## config.mk

```make
export PLATFORM = sky130hd
export DESIGN_NAME = overcurrent_guard_nch
export DESIGN_NICKNAME = d
export VERILOG_FILES = /design/src/rtl/overcurrent_guard_nch.sv
export SDC_FILE = /design/constraint.sdc
export NUM_CORES = 1
export LEC_CHECK = 0
export ABC_AREA = 0
export CORE_ASPECT_RATIO = 1.4
export CORE_MARGIN = 1
export CORE_UTILIZATION = 25
export DETAILED_ROUTE_END_ITERATION = 8
export GPL_ROUTABILITY_DRIVEN = 0
export PLACE_DENSITY_LB_ADDON = 0.05
export SLEW_MARGIN = 20
export SYNTH_ARGS = -nofsm -noshare
export SYNTH_HDL_FRONTEND = slang
export SYNTH_SLANG_ARGS = --single-unit
```

## constraint.sdc

```tcl
create_clock -name clk -period 5.6 [get_ports clk]
set_input_delay 1.12 -clock clk [delete_from_list [all_inputs] [get_ports clk]]
set_output_delay 1.12 -clock clk [all_outputs]
set_load 0.01 [all_outputs]
```

## src/rtl/overcurrent_guard_nch.sv

```systemverilog
// overcurrent_guard_nch
//   N-channel latched overcurrent supervisor. Each channel has its own
//   debounced threshold trip, relay latch-open and level clear. All
//   channels share one startup blanking timer and one active-low buzzer.
//   Compile-time option: define AUTORECLOSE_EN to add a timed auto-reclose.
//   The reclose count is limited. The trip after the last allowed reclose
//   latches the channel in lockout.
module overcurrent_guard_nch #(
  parameter int N_CH        = 3,
  parameter int DW          = 16,
  parameter int TRIP_THR    = 500,
  parameter int NEG_LIMIT   = 32000,
  parameter int DEBOUNCE    = 1000,
  parameter int STARTUP_CYC = 150000000,
  parameter int RECLOSE_CYC = 50000000,
  parameter int MAX_RECLOSE = 3
) (
  input  logic               clk,
  input  logic               rst_n,
  input  logic [N_CH*DW-1:0] sample_i,
  input  logic [N_CH-1:0]    clr_i,
  output logic [N_CH-1:0]    relay_o,
  output logic               buzzer_o,
  output logic [N_CH-1:0]    trip_o,
  output logic [N_CH-1:0]    pend_o,
  output logic               armed_o
);

  // Counter widths follow $clog2(terminal+1). Each width is floored at one bit.
  localparam int SW = (STARTUP_CYC < 2) ? 1 : $clog2(STARTUP_CYC + 1);
  localparam int CW = (DEBOUNCE < 1) ? 1 : $clog2(DEBOUNCE + 1);
`ifdef AUTORECLOSE_EN
  localparam int RW = (RECLOSE_CYC < 2) ? 1 : $clog2(RECLOSE_CYC + 1);
  localparam int AW = (MAX_RECLOSE < 1) ? 1 : $clog2(MAX_RECLOSE + 1);
`endif

  // Comparisons are DW bits wide and unsigned. A negative reading from the
  // INA219 appears as a large value, and NEG_LIMIT excludes it.
  localparam logic [DW-1:0] THR = DW'(TRIP_THR);
  localparam logic [DW-1:0] NEG = DW'(NEG_LIMIT);

  // Reject impossible configurations at elaboration time.
  if (N_CH < 1 || N_CH > 16 || DW < 2 || DEBOUNCE < 1 || STARTUP_CYC < 1 ||
      RECLOSE_CYC < 1 || MAX_RECLOSE < 1 || NEG_LIMIT <= TRIP_THR) begin : g_bad_params
    $error("overcurrent_guard_nch: parameter out of range");
  end

`ifdef AUTORECLOSE_EN
  typedef enum logic [2:0] {
    ST_NORMAL = 3'd0,
    ST_PEND   = 3'd1,
    ST_TRIP   = 3'd2,
    ST_WAIT   = 3'd3,
    ST_LOCK   = 3'd4
  } state_t;
`else
  typedef enum logic [1:0] {
    ST_NORMAL = 2'd0,
    ST_PEND   = 2'd1,
    ST_TRIP   = 2'd2
  } state_t;
`endif

  logic [SW-1:0]   start_cnt;
  logic            armed;
  logic [N_CH-1:0] active;

  // Startup blanking: count 0..STARTUP_CYC-1, then arm on the following edge and hold.
  always_ff @(posedge clk or negedge rst_n) begin
    if (!rst_n) begin
      start_cnt <= '0;
      armed     <= 1'b0;
    end else if (!armed) begin
      if (start_cnt == SW'(STARTUP_CYC - 1)) begin
        armed <= 1'b1;
      end else begin
        start_cnt <= start_cnt + SW'(1);
      end
    end
  end

  for (genvar gi = 0; gi < N_CH; gi++) begin : g_ch
    logic [DW-1:0] sample;
    logic          over;
    state_t        state;
    state_t        state_next;
    logic [CW-1:0] cnt;
    logic [CW-1:0] cnt_next;
`ifdef AUTORECLOSE_EN
    logic [RW-1:0] timer;
    logic [RW-1:0] timer_next;
    logic [AW-1:0] attempts;
    logic [AW-1:0] attempts_next;
`endif

    assign sample = sample_i[gi*DW +: DW];
    assign over   = (sample > THR) && (sample < NEG);

    // Per-channel state register. Reset returns the channel to NORMAL with its relay closed.
    always_ff @(posedge clk or negedge rst_n) begin
      if (!rst_n) begin
        state    <= ST_NORMAL;
        cnt      <= '0;
`ifdef AUTORECLOSE_EN
        timer    <= '0;
        attempts <= '0;
`endif
      end else begin
        state    <= state_next;
        cnt      <= cnt_next;
`ifdef AUTORECLOSE_EN
        timer    <= timer_next;
        attempts <= attempts_next;
`endif
      end
    end

    // Next-state logic. Blanking overrides everything, and clear overrides a same-cycle trip.
    always_comb begin
      state_next    = state;
      cnt_next      = cnt;
`ifdef AUTORECLOSE_EN
      timer_next    = timer;
      attempts_next = attempts;
`endif
      if (!armed) begin
        state_next = ST_NORMAL;
        cnt_next   = '0;
      end else if (clr_i[gi]) begin
        state_next = ST_NORMAL;
        cnt_next   = '0;
`ifdef AUTORECLOSE_EN
        timer_next = '0;
        if (state != ST_NORMAL && state != ST_PEND) begin
          attempts_next = '0;
        end
`endif
      end else begin
        case (state)
          ST_NORMAL: begin
            if (over) begin
              state_next = ST_PEND;
              cnt_next   = CW'(1);
            end else begin
              cnt_next   = '0;
            end
          end
          ST_PEND: begin
            if (!over) begin
              state_next = ST_NORMAL;
              cnt_next   = '0;
            end else if (cnt == CW'(DEBOUNCE)) begin
              cnt_next   = '0;
`ifdef AUTORECLOSE_EN
              timer_next = '0;
              if (attempts == AW'(MAX_RECLOSE)) begin
                state_next = ST_LOCK;
              end else begin
                state_next = ST_TRIP;
              end
`else
              state_next = ST_TRIP;
`endif
            end else begin
              cnt_next   = cnt + CW'(1);
            end
          end
`ifdef AUTORECLOSE_EN
          // The open interval covers TRIP plus WAIT. It lasts RECLOSE_CYC cycles in total.
          ST_TRIP, ST_WAIT: begin
            if (timer == RW'(RECLOSE_CYC - 1)) begin
              state_next = ST_NORMAL;
              timer_next = '0;
              if (attempts != AW'(MAX_RECLOSE)) begin
                attempts_next = attempts + AW'(1);
              end
            end else begin
              state_next = ST_WAIT;
              timer_next = timer + RW'(1);
            end
          end
          ST_LOCK: begin
            state_next = ST_LOCK;
          end
`else
          // Latched trip. Only a clear or a reset leaves this state.
          ST_TRIP: begin
            state_next = ST_TRIP;
          end
`endif
          default: begin
            state_next = ST_NORMAL;
            cnt_next   = '0;
          end
        endcase
      end
    end

    assign relay_o[gi] = (state == ST_NORMAL) || (state == ST_PEND);
    assign trip_o[gi]  = !((state == ST_NORMAL) || (state == ST_PEND));
    assign pend_o[gi]  = (state == ST_PEND);
    assign active[gi]  = (state != ST_NORMAL);
  end

  assign armed_o  = armed;
  assign buzzer_o = !(armed && (|active));

endmodule

```

# [Word-level counts from Yosys, hierarchy flattened]
# Cells that the tools add are included.
[classes] order_cmp=6 n_mux=38 reduce_logical=22 add_sub_neg=4 n_eq_ne=19 bitwise_logic=2
[ops] operator="2-to-1 mux 10 bit" n=12
[ops] operator="case mux 10 bit (3 select lines)" n=3
[ops] operator="greater-than comparator 16 x 9 -> 1 bit (second input constant)" n=3
[ops] operator="< comparator 16 x 15 -> 1 bit (second input constant)" n=3
[ops] operator="adder 10 x 1 -> 10 bit (second input constant)" n=3
[ops] operator="equality test 10 bit (second input constant)" n=3
[ops] operator="2-to-1 mux 2 bit" n=15
[ops] operator="adder 28 x 1 -> 28 bit (second input constant)" n=1
[ops] operator="equality test 28 bit (second input constant)" n=1
[ops] operator="case mux 2 bit (3 select lines)" n=3
[ops] operator="inequality test 5 x 4 -> 1 bit (second input constant)" n=3
[ops] operator="inequality test 4 bit (second input constant)" n=3
[ops] operator="inequality test 3 bit (second input constant)" n=3
[ops] operator="AND reduction 2 bit" n=4
[ops] operator="equality test 2 x 1 -> 1 bit (second input constant)" n=3
[ops] operator="equality test 2 bit (second input constant)" n=3
[ops] operator="logical NOT 2 bit" n=3
[ops] operator="nonzero test 2 bit" n=3
[ops] operator="2-to-1 mux 1 bit" n=5
[ops] operator="logical AND 1 bit" n=4
[ops] operator="logical NOT 1 bit" n=4
[ops] operator="logical OR 1 bit" n=3
[ops] operator="OR reduction 3 bit" n=1
[ops] operator="inverter 1 bit" n=2
[word_totals] output_inout_bits=11 regBits=65 input_bits=53 word_cells=99

# [Longest topological paths before layout]
[logic_depth] ltp_word=6 ltp_mapped=8

# [Least setup slack after synthesis]
# OpenSTA, ideal clock, no wires.
[synth_timing] kind="register -> output" from="reg g_ch[2].state[1]" to="out buzzer_o" t_arrival_ps=1267 path_slack_ps=3213 path_stages_with_launch=3 required_time_ps=4480 cell_sequence="dfrtp_1 > or4_1 > o31ai_1"
[synth_between] elab_chain_cells=4
[synth_lines] item="from (decl)" line="85" source="state_t state;"
[synth_lines] item="from (signal assigned)" line="109" source="state <= state_next;"
[synth_lines] item="nonzero test 2 bit" line="202" source="assign active[gi] = (state != ST_NORMAL);"
[synth_lines] item="OR reduction 3 bit" line="206" source="assign buzzer_o = !(armed && (|active));"
[synth_lines] item="logical AND 1 bit" line="206"
[synth_lines] item="logical NOT 1 bit" line="206"
[synth_lines] item="to (decl)" line="23" source="output logic buzzer_o,"
# No other way between the ends.

# [Worst setup path in the final report]
# Ends and elaborated chain as after synthesis.

==> results.py <==
metrics = {
    "floorplanning": {
        "rows": 51,
        "die_w_um": 104.2,
        "core_area_um2": 14100,
        "io_pins": 64,
        "initial_core_util": 0.2594,
        "dieArea_um2": 15130,
        "die_height_um": 145.1,
    },
    "timing": {
        "setup_viol": 0,
        "rsz0062_at_grt": "no",
        "hold_violations": 0,
        "fmax_mhz": 305.2,
        "clock_skew_ps": 15.71,
        "slew_headroom": 0.5776,
        "worstMarginPinSlew_ps": 627.0,
        "setup_tns_ps": 0,
        "period_needed_ps": 3276,
        "finalCritPeriodShare": 0.5851,
        "slew_violations": 0,
    },
    "power": {
        "finalPower_uw": 1063,
        "ir_worst_vdd_mv": 0.1152,
        "power_density_nw_per_um2": 224.1,
        "leakagePower_uw": 0.001876,
    },
    "clock_tree": {
        "post_cts_buffers": 0,
        "clk_pin_slew_ps": 60,
        "postCtsResizedCells": 0,
        "cts_tree": "done",
        "cts_made_buffers": 9,
        "cts.htree.levels": 3,
        "cts.sinks": 65,
        "hold_buffers": 0,
        "cts-root-buf": "clkbuf_16",
        "clock_latency_ps": 340,
        "cts_buffer_depth": 2,
    },
    "min_path": {
        "hp-start": "start_cnt[27]$_DFFE_PN0P_",
        "hold_path_class": "register to register",
        "hold_depth": 1,
        "min_to": "start_cnt[27]$_DFFE_PN0P_",
    },
    "route": {
        "wirelength_um": 9196,
        "drc_errors": 0,
        "vias_per_cell": 4.797,
        "drtPass1Iterations": 4,
        "wl_per_cell_um": 14.78,
        "final_antenna_net_count": 0,
        "num_vias": 2984,
        "drtIter0Drc": 61,
    },
    "logic_synthesis": {
        "synth_top_flop_cell": "dfrtp_1",
        "synth.ff_latch_count": 65,
        "yosys_warnings": 0,
        "yosysSeqAreaShare": 0.4446,
        "ys_async_sr_fraction": 1.000,
        "syn_nets": 429,
        "synth_edf_count": 0,
        "syn_inst": 369,
        "syn-cell-area_um2": 3659,
        "syn_avg_cell_area_um2": 9.915,
        "synth.distinct_cells": 61,
    },
    "finish": {
        "antenna_cells": 0,
        "area_delta_synth_final_pct": 29.65,
        "drive_gt1_frac": 0.09153,
        "final_core_util": 0.3364,
        "fin_nets": 492,
    },
    "grt": {
        "grt_pass1_wl_um": 15440,
        "grt_pass1_vias": 3093,
        "grt_overflow": 0,
        "grt_max_degree": 42,
        "gr-usage-all-layers": 0.1292,
        "antenna_found_initial": 0,
    },
    "worst_setup_path": {
        "worstRegToRegCells": 6,
        "r2r-end": "start_cnt[19]$_DFFE_PN0P_",
        "critPathKind": "register to primary output",
        "start_kind": "register",
        "reg2reg_slack_ps": 3450,
        "cp.arrival_ps": 2160,
        "worstPathRequired_ps": 4480,
        "crit_fanout": 7,
        "end_kind": "primary output",
        "r2r_start": "start_cnt[0]$_DFFE_PN0P_",
    },
    "status": {
        "outcome": "completed",
    },
    "job": {
        "drv_cap": 0,
    },
    "placement": {
        "dp_hpwl_um": 6719,
        "port_buffers": 63,
    },
}
==> how the worst max path moves through the flow <==
stage,from,end,slack [ps],cells past startpoint
2_1_floorplan,g_ch[2].state[1]$_DFFE_PN0P_,buzzer_o,3210,2
3_3_place_gp,sample_i[16],g_ch[1].cnt[5]$_DFFE_PN0P_,2620,6
3_5_place_dp,sample_i[16],g_ch[1].cnt[6]$_DFFE_PN0P_,2590,6
4_1_cts,g_ch[2].state[1]$_DFFE_PN0P_,buzzer_o,2310,3
5_1_grt,g_ch[2].state[1]$_DFFE_PN0P_,buzzer_o,2190,3
6_report,g_ch[2].state[1]$_DFFE_PN0P_,buzzer_o,2320,3
==> power by group <==
| group | total [uW] | switching [uW] | internal, uW |
|---|---|---|---|
| Clock | 536 | 233 | 303 |
| Sequential | 470 | 0 | 470 |
| Combinational | 57.9 | 22.0 | 35.9 |
| Total | 1060 | 255 | 808 |
==> cells by family (layout without fill, tap and decap cells) <==
group / Yosys count / in the layout / share of synthesized area
XOR/XNOR: 39 / 39 / 0.09337
AO/OA/AOI/OAI: 63 / 63 / 0.1180
buffers and inverters: 30 / 98 / 0.03454
AND/OR/NAND/NOR: 163 / 163 / 0.2798
multiplexers: 2 / 2 / 0.005814
adder cells (fa/ha/maj): 7 / 7 / 0.02394
flip-flops: 65 / 65 / 0.4446
==> cells in the final DEF (no fill, tap or decap), drive strengths merged, types with 14 or more instances in the layout <==
master,n
nand2,24
xor2,21
nor3,20
xnor2,18
nor2,22
nand3,22
nand4,14
clkdlybuf4s50,62
dfrtp,65
inv,21
==> synth_stat cells, types with 9 or more instances <==
master	n	area share
o21ai_0	10	0.014
and3_1	9	0.015
xnor2_1	18	0.043
inv_1	18	0.018
nand3_1	22	0.030
nor3_1	14	0.019
nor2_1	22	0.023
a21oi_1	13	0.018
nand4_1	12	0.021
nand2_1	24	0.025
dfrtp_1	65	0.44
xor2_1	21	0.050
==> metal layers <==
layer | vias up | global-route usage | part of all wire
li1 | 1473 | - | -
met1 | 1446 | 0.1489 | 0.45
met2 | 54 | 0.2323 | 0.50
met3 | 11 | 0.02875 | 0.033
met4 | 0 | 0.04500 | 0.017
met5 | - | 0 | 0
==> critical path, stage by stage, from the launching register on <==
cell and delay, ps:
dfrtp_1 440, or4_1 560, o31ai_1 230, clkdlybuf4s50_1 600
==> sequential cells by signal, summed over array words and instances (netlist names) <==
| signal | count |
|---|---|
| g_ch.cnt | 30 |
| g_ch.state | 6 |
| armed_o | 1 |
| start_cnt | 28 |
==> through the flow <==
| step | setup WS (ps) | cell area (um^2) | hold slack [ps] | std cells |
|---|---|---|---|---|
| 6_report | 2324 | 4743 | 477.3 | 622 |
| 5_1_grt | 2185 | 4743 | 510.6 | 622 |
| 4_1_cts | 2310 | 4741 | 480.5 | 622 |
| 3_5_place_dp | 2593 | 4464 | 471.1 | 606 |
| 3_3_place_gp | 2615 | 4464 | 470.5 | 606 |
| 2_1_floorplan | 3213 | 3659 | 433.9 | 369 |
==> layout make-up <==
type	instances	area, um^2
Multi-Input combinational cell	274	1906
Clock buffer	9	225.2
Timing Repair Buffer	64	635.6
Fill cell	1461	9359
Inverter	18	67.56
Clock inverter	7	51.30
Tap cell	185	231.5
Sequential cell	65	1627
Note: power is estimated with default switching activity, not from simulation.
